File: config.mk
export PLATFORM = sky130hd
export DESIGN_NAME = cvxif_copro_responder
export DESIGN_NICKNAME = d
export VERILOG_FILES = /design/src/rtl/cvxif_copro_responder.sv
export SDC_FILE = /design/constraint.sdc
export NUM_CORES = 1
export LEC_CHECK = 0
export ABC_AREA = 1
export CORE_ASPECT_RATIO = 2
export CORE_UTILIZATION = 35
export DETAILED_ROUTE_END_ITERATION = 10
export DONT_BUFFER_PORTS = 1
export PLACE_DENSITY = 0.45
export SLEW_MARGIN = 20
export SYNTH_ARGS = -nofsm -noshare
export SYNTH_HDL_FRONTEND = slang
export SYNTH_SLANG_ARGS = --single-unit
File: constraint.sdc
create_clock -name clk_i -period 12.78 [get_ports clk_i]
set_input_delay 2.556 -clock clk_i [delete_from_list [all_inputs] [get_ports clk_i]]
set_output_delay 2.556 -clock clk_i [all_outputs]
set_load 0.05 [all_outputs]
File: src/rtl/cvxif_copro_responder.sv
// cvxif_copro_responder: CV-X-IF coprocessor that answers offloaded ADD/SUB/XOR
// (opcode 7'h7B, funct7 0) and returns results in issue order.
// Entries are held until commit or kill; killed entries retire silently.
// Optional feature macro: CVXIF_COPRO_MUL_EN adds funct3 3 MUL with a 3-cycle latency.
module cvxif_copro_responder #(
  parameter int unsigned XLEN      = 32,
  parameter int unsigned IdWidth   = 4,
  parameter int unsigned NrEntries = 4
) (
  input  logic               clk_i,
  input  logic               rst_i,
  input  logic               issue_valid_i,
  output logic               issue_ready_o,
  input  logic [31:0]        issue_instr_i,
  input  logic [IdWidth-1:0] issue_id_i,
  input  logic [XLEN-1:0]    issue_rs1_i,
  input  logic [XLEN-1:0]    issue_rs2_i,
  output logic               issue_accept_o,
  output logic               issue_writeback_o,
  input  logic               commit_valid_i,
  input  logic [IdWidth-1:0] commit_id_i,
  input  logic               commit_kill_i,
  output logic               result_valid_o,
  input  logic               result_ready_i,
  output logic [IdWidth-1:0] result_id_o,
  output logic [XLEN-1:0]    result_data_o,
  output logic [4:0]         result_rd_o,
  output logic               result_we_o
);

  localparam int unsigned PtrW = (NrEntries > 1) ? $clog2(NrEntries) : 1;
  localparam int unsigned OccW = PtrW + 1;
  localparam logic [6:0]  OpcCustom = 7'h7B;

  typedef enum logic [2:0] {
    E_FREE,
    E_ISSUED,
    E_EXEC,
    E_DONE,
    E_KILLED
  } entry_state_e;

  entry_state_e          state_q [NrEntries];
  entry_state_e          state_d [NrEntries];
  logic [PtrW-1:0]       head_q, head_d, tail_q, tail_d;
  logic [OccW-1:0]       occ_q, occ_d;
  logic [IdWidth-1:0]    id_q   [NrEntries];
  logic [4:0]            rd_q   [NrEntries];
  logic                  we_q   [NrEntries];
  logic [XLEN-1:0]       data_q [NrEntries];
`ifdef CVXIF_COPRO_MUL_EN
  logic                  mul_q  [NrEntries];
  logic [1:0]            cnt_q  [NrEntries];
  logic [1:0]            cnt_d  [NrEntries];
`endif

  logic [6:0]      opcode;
  logic [2:0]      funct3;
  logic [6:0]      funct7;
  logic [4:0]      rd;
  logic            dec_ok;
  logic            dec_mul;
  logic [XLEN-1:0] alu_res;
  logic            alloc;
  logic            pop;
  entry_state_e    head_state;
  logic            unused_instr;

  assign opcode       = issue_instr_i[6:0];
  assign rd           = issue_instr_i[11:7];
  assign funct3       = issue_instr_i[14:12];
  assign funct7       = issue_instr_i[31:25];
  assign unused_instr = ^issue_instr_i[24:15];

  // Decode the offered instruction and compute its result up front.
  always_comb begin
    dec_ok  = 1'b0;
    dec_mul = 1'b0;
    alu_res = '0;
    if (opcode == OpcCustom && funct7 == 7'd0) begin
      case (funct3)
        3'd0: begin dec_ok = 1'b1; alu_res = issue_rs1_i + issue_rs2_i; end
        3'd1: begin dec_ok = 1'b1; alu_res = issue_rs1_i - issue_rs2_i; end
        3'd2: begin dec_ok = 1'b1; alu_res = issue_rs1_i ^ issue_rs2_i; end
`ifdef CVXIF_COPRO_MUL_EN
        3'd3: begin dec_ok = 1'b1; dec_mul = 1'b1; alu_res = issue_rs1_i * issue_rs2_i; end
`endif
        default: dec_ok = 1'b0;
      endcase
    end
  end

  assign issue_accept_o    = dec_ok;
  assign issue_writeback_o = dec_ok && (rd != 5'd0);
  assign issue_ready_o     = !rst_i && (occ_q < OccW'(NrEntries));

  assign head_state     = state_q[head_q];
  assign result_valid_o = !rst_i && (head_state == E_DONE);
  assign result_id_o    = rst_i ? '0 : id_q[head_q];
  assign result_data_o  = rst_i ? '0 : data_q[head_q];
  assign result_rd_o    = rst_i ? 5'd0 : rd_q[head_q];
  assign result_we_o    = !rst_i && we_q[head_q];

  assign alloc = issue_valid_i && issue_ready_o && dec_ok;
  assign pop   = (result_valid_o && result_ready_i) || (head_state == E_KILLED);

  // Entry state machines: commit/kill, execution progress, retire and allocate.
  always_comb begin
    state_d = state_q;
    head_d  = head_q;
    tail_d  = tail_q;
`ifdef CVXIF_COPRO_MUL_EN
    cnt_d   = cnt_q;
`endif
    for (int i = 0; i < NrEntries; i++) begin
      case (state_q[i])
        E_ISSUED: begin
          if (commit_valid_i && id_q[i] == commit_id_i) begin
            state_d[i] = commit_kill_i ? E_KILLED : E_EXEC;
`ifdef CVXIF_COPRO_MUL_EN
            cnt_d[i] = mul_q[i] ? 2'd2 : 2'd0;
`endif
          end
        end
        E_EXEC: begin
`ifdef CVXIF_COPRO_MUL_EN
          if (cnt_q[i] == 2'd0) state_d[i] = E_DONE;
          else                  cnt_d[i]   = cnt_q[i] - 2'd1;
`else
          state_d[i] = E_DONE;
`endif
        end
        default: ;
      endcase
    end
    // Head is DONE/KILLED and tail is FREE, so neither collides with the loop above.
    if (pop) begin
      state_d[head_q] = E_FREE;
      head_d          = head_q + PtrW'(1);
    end
    if (alloc) begin
      state_d[tail_q] = E_ISSUED;
      tail_d          = tail_q + PtrW'(1);
    end
    occ_d = occ_q + OccW'(alloc) - OccW'(pop);
  end

  // State, pointer and occupancy registers.
  always_ff @(posedge clk_i) begin
    if (rst_i) begin
      for (int i = 0; i < NrEntries; i++) begin
        state_q[i] <= E_FREE;
`ifdef CVXIF_COPRO_MUL_EN
        cnt_q[i]   <= 2'd0;
`endif
      end
      head_q <= '0;
      tail_q <= '0;
      occ_q  <= '0;
    end else begin
      state_q <= state_d;
`ifdef CVXIF_COPRO_MUL_EN
      cnt_q   <= cnt_d;
`endif
      head_q  <= head_d;
      tail_q  <= tail_d;
      occ_q   <= occ_d;
    end
  end

  // Entry payload captured at allocation.
  always_ff @(posedge clk_i) begin
    if (rst_i) begin
      for (int i = 0; i < NrEntries; i++) begin
        id_q[i]   <= '0;
        rd_q[i]   <= 5'd0;
        we_q[i]   <= 1'b0;
        data_q[i] <= '0;
`ifdef CVXIF_COPRO_MUL_EN
        mul_q[i]  <= 1'b0;
`endif
      end
    end else if (alloc) begin
      id_q[tail_q]   <= issue_id_i;
      rd_q[tail_q]   <= rd;
      we_q[tail_q]   <= issue_writeback_o;
      data_q[tail_q] <= alu_res;
`ifdef CVXIF_COPRO_MUL_EN
      mul_q[tail_q]  <= dec_mul;
`endif
    end
  end

`ifndef CVXIF_COPRO_MUL_EN
  logic unused_mul;
  assign unused_mul = dec_mul;
`endif

endmodule

==> flow_metrics.py, run 1 <==
metrics = {
    "outcome": {
        "status": "complete, no violations",
    },
    "synth": {
        "async_flop_share_pct": 0,
        "yosys_warnings": 0,
        "netlist_area_um2": 12500,
        "yosysTopAreaCellShare_pct": 40.3,
        "ys_seq_elements": 189,
        "syn_area_per_cell_um2": 7.44,
        "synth_fp_nets": 1839,
        "synth_top_family_by_area": "simple AND/OR/NAND/NOR gates",
        "synth_top_flop_cell": "edfxtp_1",
        "synth_mux_area_share_pct": 0,
        "synth_compound_area_share_pct": 12.1,
        "synth-simple-area-share_pct": 27.1,
        "synth.distinct_cells": 40,
        "yosys.area_share.xor_xnor_pct": 4.33,
        "ys_seq_area_share_pct": 43.6,
        "synthTopCellsByArea": "edfxtp_1, nor2_1, nand2_1",
        "synth_most_common_cell": "nor2_1",
        "synthCells": 1685,
        "synth_enable_flop_cells": 168,
        "synthAdderAreaFrac_pct": 4.51,
        "synth_common_cells": "nor2_1, nand2_1, inv_1",
        "synth_top_area_cell": "edfxtp_1",
    },
    "layout": {
        "area_growth_syn_to_layout_pct": 9.10,
        "drive_above_1_share_pct": 5.56,
        "fin_area_um2": 13700,
        "n_antenna_cell": 0,
        "layout.nets": 1832,
        "fillers": 3777,
    },
    "sta": {
        "max_freq_mhz": 143,
        "final.setup.tns_ns": 0,
        "grt_setup_unrepaired": "false",
        "worst_pin_slew_ns": 1.16,
        "finClkSkew_ns": 0.0140,
        "setup_viol": 0,
        "hold_violations": 0,
        "fin_crit_sh_pct": 54.8,
        "period_needed_ns": 7.00,
        "relSlewSlack_pct": 23.1,
        "drv_slew": 0,
    },
    "placed_design": {
        "dp_hpwl_mm": 29.4,
        "gp_routability_congestion": 0.895,
        "post_dp_cell_area_um2": 13100,
        "io_buffers": 0,
    },
    "cts": {
        "post_cts_buffers": 0,
        "clock_sinks": 189,
        "cts-hold-fix-buffers": 0,
        "numCtsBuffers": 17,
        "cts-root-buf": "clkbuf_16",
        "cts_tree": "yes",
        "h-tree-depth": 4,
        "clockBufferDepth": 2,
        "clkTransAtPathRegs_ns": 0.07,
        "cts_resized": 0,
        "insertion_delay_ns": 0.45,
    },
    "routing": {
        "top_layer_used": "met4",
        "vias": 10900,
        "initialDrtViolationCount": 489,
        "viasPerCell": 5.10,
        "wl_met2_mm": 22.9,
        "wl_met3_mm": 1.30,
        "wl_met1_mm": 14.6,
        "routedWlPerCell_um": 19.2,
        "drc_errors": 0,
        "drtAntennaViolNets": 0,
        "dr.pass1.iters": 5,
        "routed_wl_mm": 41.0,
    },
    "worst_setup_path": {
        "crit_top_cell": "nor2_1",
        "crit_slowest_cell": "nor2_1",
        "crit_chain": "nor2_1 -> buf_4 -> inv_1 -> nand2_1 -> nand3_2 -> nor2_1",
        "critPathKind": "input port to output port",
        "r2r_end": "data_q[1][21]",
        "cp_max_fo": 22,
        "reg2reg_depth": 7,
        "worst-path-buf-inv": 2,
        "r2r_slack_ns": 9.03,
        "cp_slowest_stage_delay_ns": 0.83,
        "critPathCaptureType": "output port",
        "setup.worst_path.start_class": "input port",
        "crit-reg2reg-launch": "occ_q[2]",
        "worst_path_dominant_cell_family": "simple AND/OR/NAND/NOR gates",
        "cp.arrival_ns": 4.45,
        "critPathRequiredTime_ns": 10.22,
    },
    "floorplanning": {
        "die_h_um": 270,
        "die_w_um": 136,
        "boundaryPins": 156,
        "core_area_um2": 35200,
        "num_rows": 97,
        "die-area_um2": 36600,
        "start_util_pct": 35.6,
    },
    "flow_run": {
        "cap_violations": 0,
    },
    "power": {
        "power.internal_mw": 1.06,
        "vdd_ir_drop_max_mv": 0.103,
        "p_leak_nw": 5.91,
        "power.share.switching_pct": 34.8,
        "p_per_area_nw_per_um2": 119,
        "p_seq_share_pct": 43.1,
        "switchingPower_uw": 568,
        "comb_power_share_pct": 25.1,
        "clkPwrFrac_pct": 31.8,
        "power.total_mw": 1.63,
    },
    "worst_hold_path": {
        "holdPathStages": 1,
        "hold_class": "flip-flop to flip-flop",
        "min_from": "occ_q[2]",
        "holdPathEnd": "occ_q[2]",
    },
    "global_route": {
        "grt_pass1_vias": 11200,
        "antenna_found_initial": 0,
        "grt_max_degree": 74,
        "grt_use_total_pct": 23.2,
        "gr-total-overflow": 0,
        "grt_pass1_wl_mm": 62.4,
    },
}
-- layer usage --
layer,track usage (%),up-vias
met1,22.3,5131
li1,-,5464
met4,13.3,0
met5,0,-
met2,45.4,212
met3,3.16,78
-- worst max path at each step --
stage,start,endpoint,slack [ns],cells past startpoint
3_3_place_gp,issue_instr_i[14],issue_writeback_o,5.71,6
3_5_place_dp,issue_instr_i[14],issue_writeback_o,5.70,6
6_report,issue_instr_i[14],issue_writeback_o,5.78,6
4_1_cts,issue_instr_i[14],issue_writeback_o,5.69,6
5_1_grt,issue_instr_i[14],issue_writeback_o,5.61,6
2_1_floorplan,rst_i,result_valid_o,5.76,3
-- layout make-up --
| type | count | area, um2 | area share [%] |
|---|---|---|---|
| Multi-Input combinational cell | 1231 | 6050 | 44.3 |
| Sequential cell | 189 | 5470 | 40.0 |
| Inverter | 206 | 774 | 5.67 |
| Tap cell | 445 | 557 | 4.07 |
| Clock buffer | 17 | 425 | 3.11 |
| Timing Repair Buffer | 33 | 248 | 1.81 |
| Clock inverter | 15 | 146 | 1.07 |
-- power by group through the flow --
stage	Combinational, mW	Clock [mW]	Sequential [mW]
floorplan	0.307	0	0.713
global placement	0.411	0	0.717
detailed placement	0.413	0	0.718
CTS	0.414	0.530	0.704
global route	0.459	0.554	0.706
finish	0.409	0.519	0.703
-- state kept, by name, indices dropped and copies added (netlist names), named ones only --
| signal | count |
|---|---|
| we_q | 4 |
| state_q | 12 |
| rd_q | 20 |
| tail_q | 2 |
| id_q | 16 |
| head_q | 2 |
| occ_q | 3 |
| data_q | 128 |
-- layout by cell type, fill, tap and decap left out, types with 2 or more instances in the layout --
cell type    n
clkinv_4     2
xnor2_1     14
inv_1      200
inv_2        3
o21ai_1      2
clkinv_8     2
dfxtp_1     19
nand3_1     74
buf_4       33
xor2_1      48
o21ai_0    116
a41oi_1      3
clkinv_2     3
nand3_4      3
inv_8        3
nor2_1     381
o21bai_1     8
dfxtp_2      2
o211ai_1     3
or2_2       10
and2_1       3
ha_1        42
nand3_2      2
clkinv_1     2
a21oi_1    144
a21oi_2      2
clkbuf_16   17
nor4_1       4
edfxtp_1   168
nand3b_1     2
nand2_2      3
nor3_1      10
nand2_1    325
a31oi_1      3
o22ai_1      3
inv_6        6
a22oi_1      2
fa_1         2
nand4_1     15
-- worst register-to-register path: cells and delay by family (launching register included) --
| kind | cells | cell delay [ns] |
|---|---|---|
| buffers and inverters | 3 | 1.28 |
| AND/OR/NAND/NOR | 4 | 1.73 |
| flip-flops | 1 | 0.32 |
-- logic make-up after synthesis --
kind of cell	after synthesis
AND/OR/NAND/NOR	835
AO/OA/AOI/OAI	290
buffers and inverters	265
flip-flops	189
XOR/XNOR	62
adder cells (fa/ha/maj)	44
-- through the flow --
stage	setup WS, ns	hold WS, ns	util, %	instances
final	5.78	0.456	38.8	2136
after global routing	5.61	0.491	38.8	2136
after CTS	5.69	0.464	38.8	2136
after detailed placement	5.70	0.450	37.2	2104
after global placement	5.71	0.450	37.2	2104
after floorplan	5.76	0.424	-	1685
No activity file was read; power rests on OpenSTA's default activity.
==> run 2, diff against run 1 <==
- clock period: 12.78 -> 7.1 ns (I/O delays scaled with it)
==> run 2 against run 1 <==
Clock skew about the same. Wire length rose by 0.16%. First-iteration DRC count is 7.8% higher. Combinational power grew 79%. Total power up 78%. Clock-buffer cell count up 1. Sequential share of layout area increased by 0.077 points. Sequential power rose by 81%. Design area decreased by 0.19%. Critical path type is now input port to flip-flop. Critical endpoint is now data_q[1][20].
==> flow_metrics.py, run 2 (synthesis results as in run 1) <==
metrics = {
    "outcome": {
        "status": "complete, no violations",
    },
    "worst_setup_path": {
        "critPathCaptureType": "flip-flop",
        "critPathRequiredTime_ns": 7.26,
        "critPathKind": "input port to flip-flop",
        "cp_max_fo": 5,
        "crit-reg2reg-launch": "occ_q[2]",
        "reg2reg_depth": 7,
        "crit_path_start": "issue_rs2_i[0]",
        "r2r_end": "data_q[3][0]",
        "cp.arrival_ns": 5.42,
        "r2r_slack_ns": 3.73,
        "setup.worst_path.start_class": "input port",
    },
    "sta": {
        "final.setup.tns_ns": 0,
        "setup_viol": 0,
        "finClkSkew_ns": 0.0139,
        "drv_slew": 0,
        "worst_pin_slew_ns": 1.19,
        "setup_ws_ns": 1.83,
        "fin_crit_sh_pct": 74.2,
        "period_needed_ns": 5.27,
        "max_freq_mhz": 190,
        "grt_setup_unrepaired": "false",
        "hold_violations": 0,
        "relSlewSlack_pct": 21.1,
    },
    "floorplanning": {
        "die_h_um": 270,
        "core_area_um2": 35200,
        "boundaryPins": 156,
        "num_rows": 97,
        "die-area_um2": 36600,
        "start_util_pct": 35.6,
        "die_w_um": 136,
    },
    "cts": {
        "cts-hold-fix-buffers": 0,
        "post_cts_buffers": 0,
        "cts_tree": "yes",
        "clkTransAtPathRegs_ns": 0.08,
        "cts_resized": 0,
        "numCtsBuffers": 17,
        "insertion_delay_ns": 0.44,
        "clock_sinks": 189,
        "clockBufferDepth": 2,
        "h-tree-depth": 4,
        "cts-root-buf": "clkbuf_16",
    },
    "layout": {
        "layout.nets": 1827,
        "largest-register": "data_q",
        "area_growth_syn_to_layout_pct": 8.89,
        "n_antenna_cell": 0,
        "mostFrequentLayoutCell": "nor2_1",
        "layout_common_cells": "nor2_1, nand2_1, inv_1, edfxtp_1, a21oi_1",
        "reg_top3": "data_q: 128 flops, rd_q: 20 flops, id_q: 16 flops",
        "largest_reg_flops": 128,
        "drive_above_1_share_pct": 5.52,
    },
    "power": {
        "vdd_ir_drop_max_mv": 0.179,
        "p_per_area_nw_per_um2": 213,
        "p_leak_nw": 5.87,
    },
    "routing": {
        "drc_errors": 0,
        "drtAntennaViolNets": 0,
        "vias": 10800,
        "routed_wl_mm": 41.1,
        "routedWlPerCell_um": 19.3,
        "viasPerCell": 5.09,
        "dr.pass1.iters": 5,
        "initialDrtViolationCount": 527,
    },
    "global_route": {
        "grt_max_degree": 86,
        "antenna_found_initial": 0,
        "gr-usage-met1_pct": 22.1,
        "grt_busiest_layer": "met2",
        "gr-total-overflow": 0,
        "grt_pass1_vias": 11000,
        "grt_util_met3_pct": 3.31,
        "grt_pass1_wl_mm": 61.8,
        "use_met2_pct": 45.0,
        "grt_use_total_pct": 23.0,
    },
    "worst_hold_path": {
        "holdPathStages": 1,
        "min_from": "occ_q[2]",
        "holdPathEnd": "occ_q[2]",
        "hold_class": "flip-flop to flip-flop",
    },
    "placed_design": {
        "dp_worst_setup_slack_ns": 1.45,
        "dp_hpwl_mm": 29.8,
        "io_buffers": 0,
        "gp_routability_congestion": 0.908,
    },
    "flow_run": {
        "cap_violations": 0,
    },
}
-- run 2: worst max-delay path by stage --
stage	end	slack, ns	depth (start not counted)
global route	data_q[3][20]	1.67	22
finish	data_q[1][20]	1.83	22
floorplan	data_q[3][0]	1.80	7
CTS	data_q[0][31]	1.92	22
global placement	data_q[2][31]	1.46	22
detailed placement	data_q[0][31]	1.45	22
-- run 2: metal layers --
metal  part of all wire [%]  up-vias
li1                       -     5457
met1                     35     5071
met2                     56      232
met3                    3.5       79
met4                    5.4        0
met5                      0        -
-- run 2: layout make-up --
type / count / area (um2)
fillers: 3782 / 21600
multi-input cells: 1231 / 6070
flip-flops and latches: 189 / 5470
inverters: 206 / 774
well taps: 445 / 557
clock buffers: 18 / 429
repair buffers: 28 / 223
clock inverters: 14 / 123
-- run 2: critical path, cell delays in order --
cell,delay (ns)
inv_1,0.08
ha_1,0.44
inv_1,0.17
nor2_1,0.17
nand2_1,0.09
nor2_1,0.41
nand2_1,0.09
nand2_1,0.15
o21ai_0,0.21
xnor2_1,0.19
ha_1,0.39
nand2_1,0.13
nor2_1,0.15
inv_1,0.07
nor2_1,0.36
nand4_1,0.33
nand3_1,0.18
nand2_1,0.06
nand3_1,0.08
nand2_1,0.06
inv_1,0.12
nor2_1,0.06
-- run 2: power by group --
| group | internal (mW) | switching, mW |
|---|---|---|
| Sequential | 1.25 | 0.0201 |
| Combinational | 0.194 | 0.537 |
| Clock | 0.462 | 0.445 |
-- run 2: metrics by stage --
stage	utilization (%)	instances	power (mW)	hold WS [ns]	instance area, um2
2_1_floorplan	-	1685	1.84	0.424	12500
3_3_place_gp	37.1	2099	2.02	0.444	13100
3_5_place_dp	37.2	2099	2.03	0.449	13100
4_1_cts	38.7	2131	2.94	0.462	13600
5_1_grt	38.8	2131	3.05	0.494	13600
6_report	38.8	2131	2.90	0.460	13600
==> run 3, diff against run 2 <==
- clock period: 7.1 -> 5.03 ns (I/O delays scaled with it)
==> run 3 against run 2 <==
Wire length up 1.3%. Die area unchanged. Clock skew fell by 0.0039 ns. Design area rose by 3.0%. Combinational power up 49%. First-iteration DRC count fell by 16%. Sequential share of layout area fell by 1.2 points. Worst hold slack improved by 0.00059 ns. Critical endpoint is now data_q[0][25].
==> flow_metrics.py, run 3 (synthesis results as in run 1) <==
metrics = {
    "outcome": {
        "status": "complete, no violations",
    },
    "placed_design": {
        "dp_hpwl_mm": 30.3,
        "gp_routability_congestion": 0.874,
        "io_buffers": 0,
    },
    "worst_setup_path": {
        "crit_slowest_cell": "ha_1",
        "r2r_end": "occ_q[2]",
        "cp.arrival_ns": 4.18,
        "r2r_slack_ns": 2.15,
        "setup.worst_path.start_class": "input port",
        "critPathKind": "input port to flip-flop",
        "crit_top_cell": "nand2_1",
        "crit-reg2reg-launch": "head_q[0]",
        "cp_slowest_stage_delay_ns": 0.42,
        "critPathCaptureType": "flip-flop",
        "crit_path_start": "issue_rs2_i[1]",
        "endpoint": "data_q[0][25]",
        "cp_max_fo": 6,
        "crit_chain": "inv_1 -> ha_1 -> inv_1 -> nor2_1 -> nand2_1 -> nor2_1 -> buf_4 -> nand2_1 -> nand2_1 -> o21ai_0 -> a21oi_1 -> xor2_1 -> ha_1 -> nand2_1 -> nor2_1 -> buf_4 -> nand2_1 -> nor2_1 -> nand2_1 -> nand3_1 -> nand2_1 -> nand3_1 -> a21oi_1",
        "reg2reg_depth": 15,
        "critPathRequiredTime_ns": 5.19,
    },
    "routing": {
        "drc_errors": 0,
        "initialDrtViolationCount": 441,
        "drtAntennaViolNets": 0,
        "routed_wl_mm": 41.6,
        "routedWlPerCell_um": 19.0,
        "vias": 11100,
        "dr.pass1.iters": 4,
        "viasPerCell": 5.07,
    },
    "cts": {
        "numCtsBuffers": 17,
        "clkTransAtPathRegs_ns": 0.07,
        "clock_sinks": 189,
        "cts-hold-fix-buffers": 0,
        "post_cts_buffers": 0,
        "clockBufferDepth": 2,
        "h-tree-depth": 4,
        "cts_tree": "yes",
        "cts-root-buf": "clkbuf_16",
        "insertion_delay_ns": 0.44,
        "cts_resized": 0,
    },
    "power": {
        "vdd_ir_drop_max_mv": 0.250,
        "p_per_area_nw_per_um2": 297,
        "p_leak_nw": 6.16,
    },
    "sta": {
        "finClkSkew_ns": 0.00997,
        "final.setup.tns_ns": 0,
        "relSlewSlack_pct": 27.6,
        "max_freq_mhz": 249,
        "worst_pin_slew_ns": 1.08,
        "drv_slew": 0,
        "period_needed_ns": 4.01,
        "fin_crit_sh_pct": 79.8,
        "grt_setup_unrepaired": "false",
        "setup_viol": 0,
        "hold_violations": 0,
    },
    "global_route": {
        "grt_pass1_vias": 11400,
        "gr-total-overflow": 0,
        "grt_max_degree": 54,
        "antenna_found_initial": 0,
        "grt_pass1_wl_mm": 62.8,
        "grt_use_total_pct": 23.2,
    },
    "layout": {
        "largest-register": "data_q",
        "final_util_pct": 39.9,
        "mostFrequentLayoutCell": "nor2_1",
        "n_antenna_cell": 0,
        "regArea_um2": 5470,
        "layout.nets": 1884,
        "layout_common_cells": "nor2_1, nand2_1, inv_1, edfxtp_1, a21oi_1",
        "area_growth_syn_to_layout_pct": 12.2,
        "fillers": 3741,
        "multiInputGateArea_um2": 6040,
        "drive_above_1_share_pct": 8.15,
        "largest_reg_flops": 128,
        "reg_top3": "data_q: 128 flops, rd_q: 20 flops, id_q: 16 flops",
    },
    "worst_hold_path": {
        "min_from": "occ_q[2]",
        "hold_class": "flip-flop to flip-flop",
    },
    "floorplanning": {
        "start_util_pct": 35.6,
        "num_rows": 97,
        "die_w_um": 136,
        "die_h_um": 270,
        "die-area_um2": 36600,
        "boundaryPins": 156,
        "core_area_um2": 35200,
    },
    "flow_run": {
        "cap_violations": 0,
    },
}
[run 3: cell types whose count changed in the layout (fill, tap and decap cells not counted)]
cell,before,now
buf_4,27,83
clkinv_1,2,4
a21oi_2,7,0
inv_6,7,5
buf_12,1,2
clkbuf_1,1,0
a21oi_1,139,146
clkinv_2,2,1
inv_8,2,3
clkinv_4,3,4
[run 3: worst max-delay path, delay by kind of cell]
family,cells,cell delay (ns)
adders and majority gates,2,0.61
and+or+nand+nor,13,1.43
xor gates and xnor gates,1,0.09
buffers and inverters,4,0.51
AOI/OAI and AO/OA,3,0.51
[run 3: stage by stage]
step	instance area (um2)	total power, mW	setup slack, ns	hold slack, ns	std cells
after floorplan	12500	2.59	0.144	0.424	1685
after global placement	13500	2.93	0.544	0.444	2156
after detailed placement	13500	2.94	0.592	0.452	2156
after CTS	14100	4.22	1.06	0.464	2188
after global routing	14100	4.39	0.785	0.512	2188
final	14100	4.18	1.02	0.460	2188
[run 3: how the worst min path moves through the flow]
stage	endpoint	slack (ns)	depth (start not counted)
floorplan	occ_q[2]	0.42	1
detailed placement	occ_q[2]	0.45	1
CTS	occ_q[2]	0.46	1
finish	occ_q[2]	0.46	1
global placement	occ_q[2]	0.44	1
global route	occ_q[2]	0.51	1
[run 3: area by class of cell]
cell class	instances	area share, %
clock buffers	17	3.03
clock inverters	15	0.908
inverters	206	5.51
multi-input cells	1231	43.0
flip-flops and latches	189	38.9
well taps	445	3.96
repair buffers	85	4.72
[run 3: routing by layer]
metal	GRT usage, %	part of all wire, %
met1	22.3	35
met2	45.2	55
met3	2.56	3.0
met4	14.5	6.3
met5	0	0
[run 3: power by group]
group	switching [mW]	leakage, nW	internal (mW)
Clock	0.635	0.270	0.650
Sequential	0.0431	1.90	1.76
Combinational	0.758	3.99	0.337
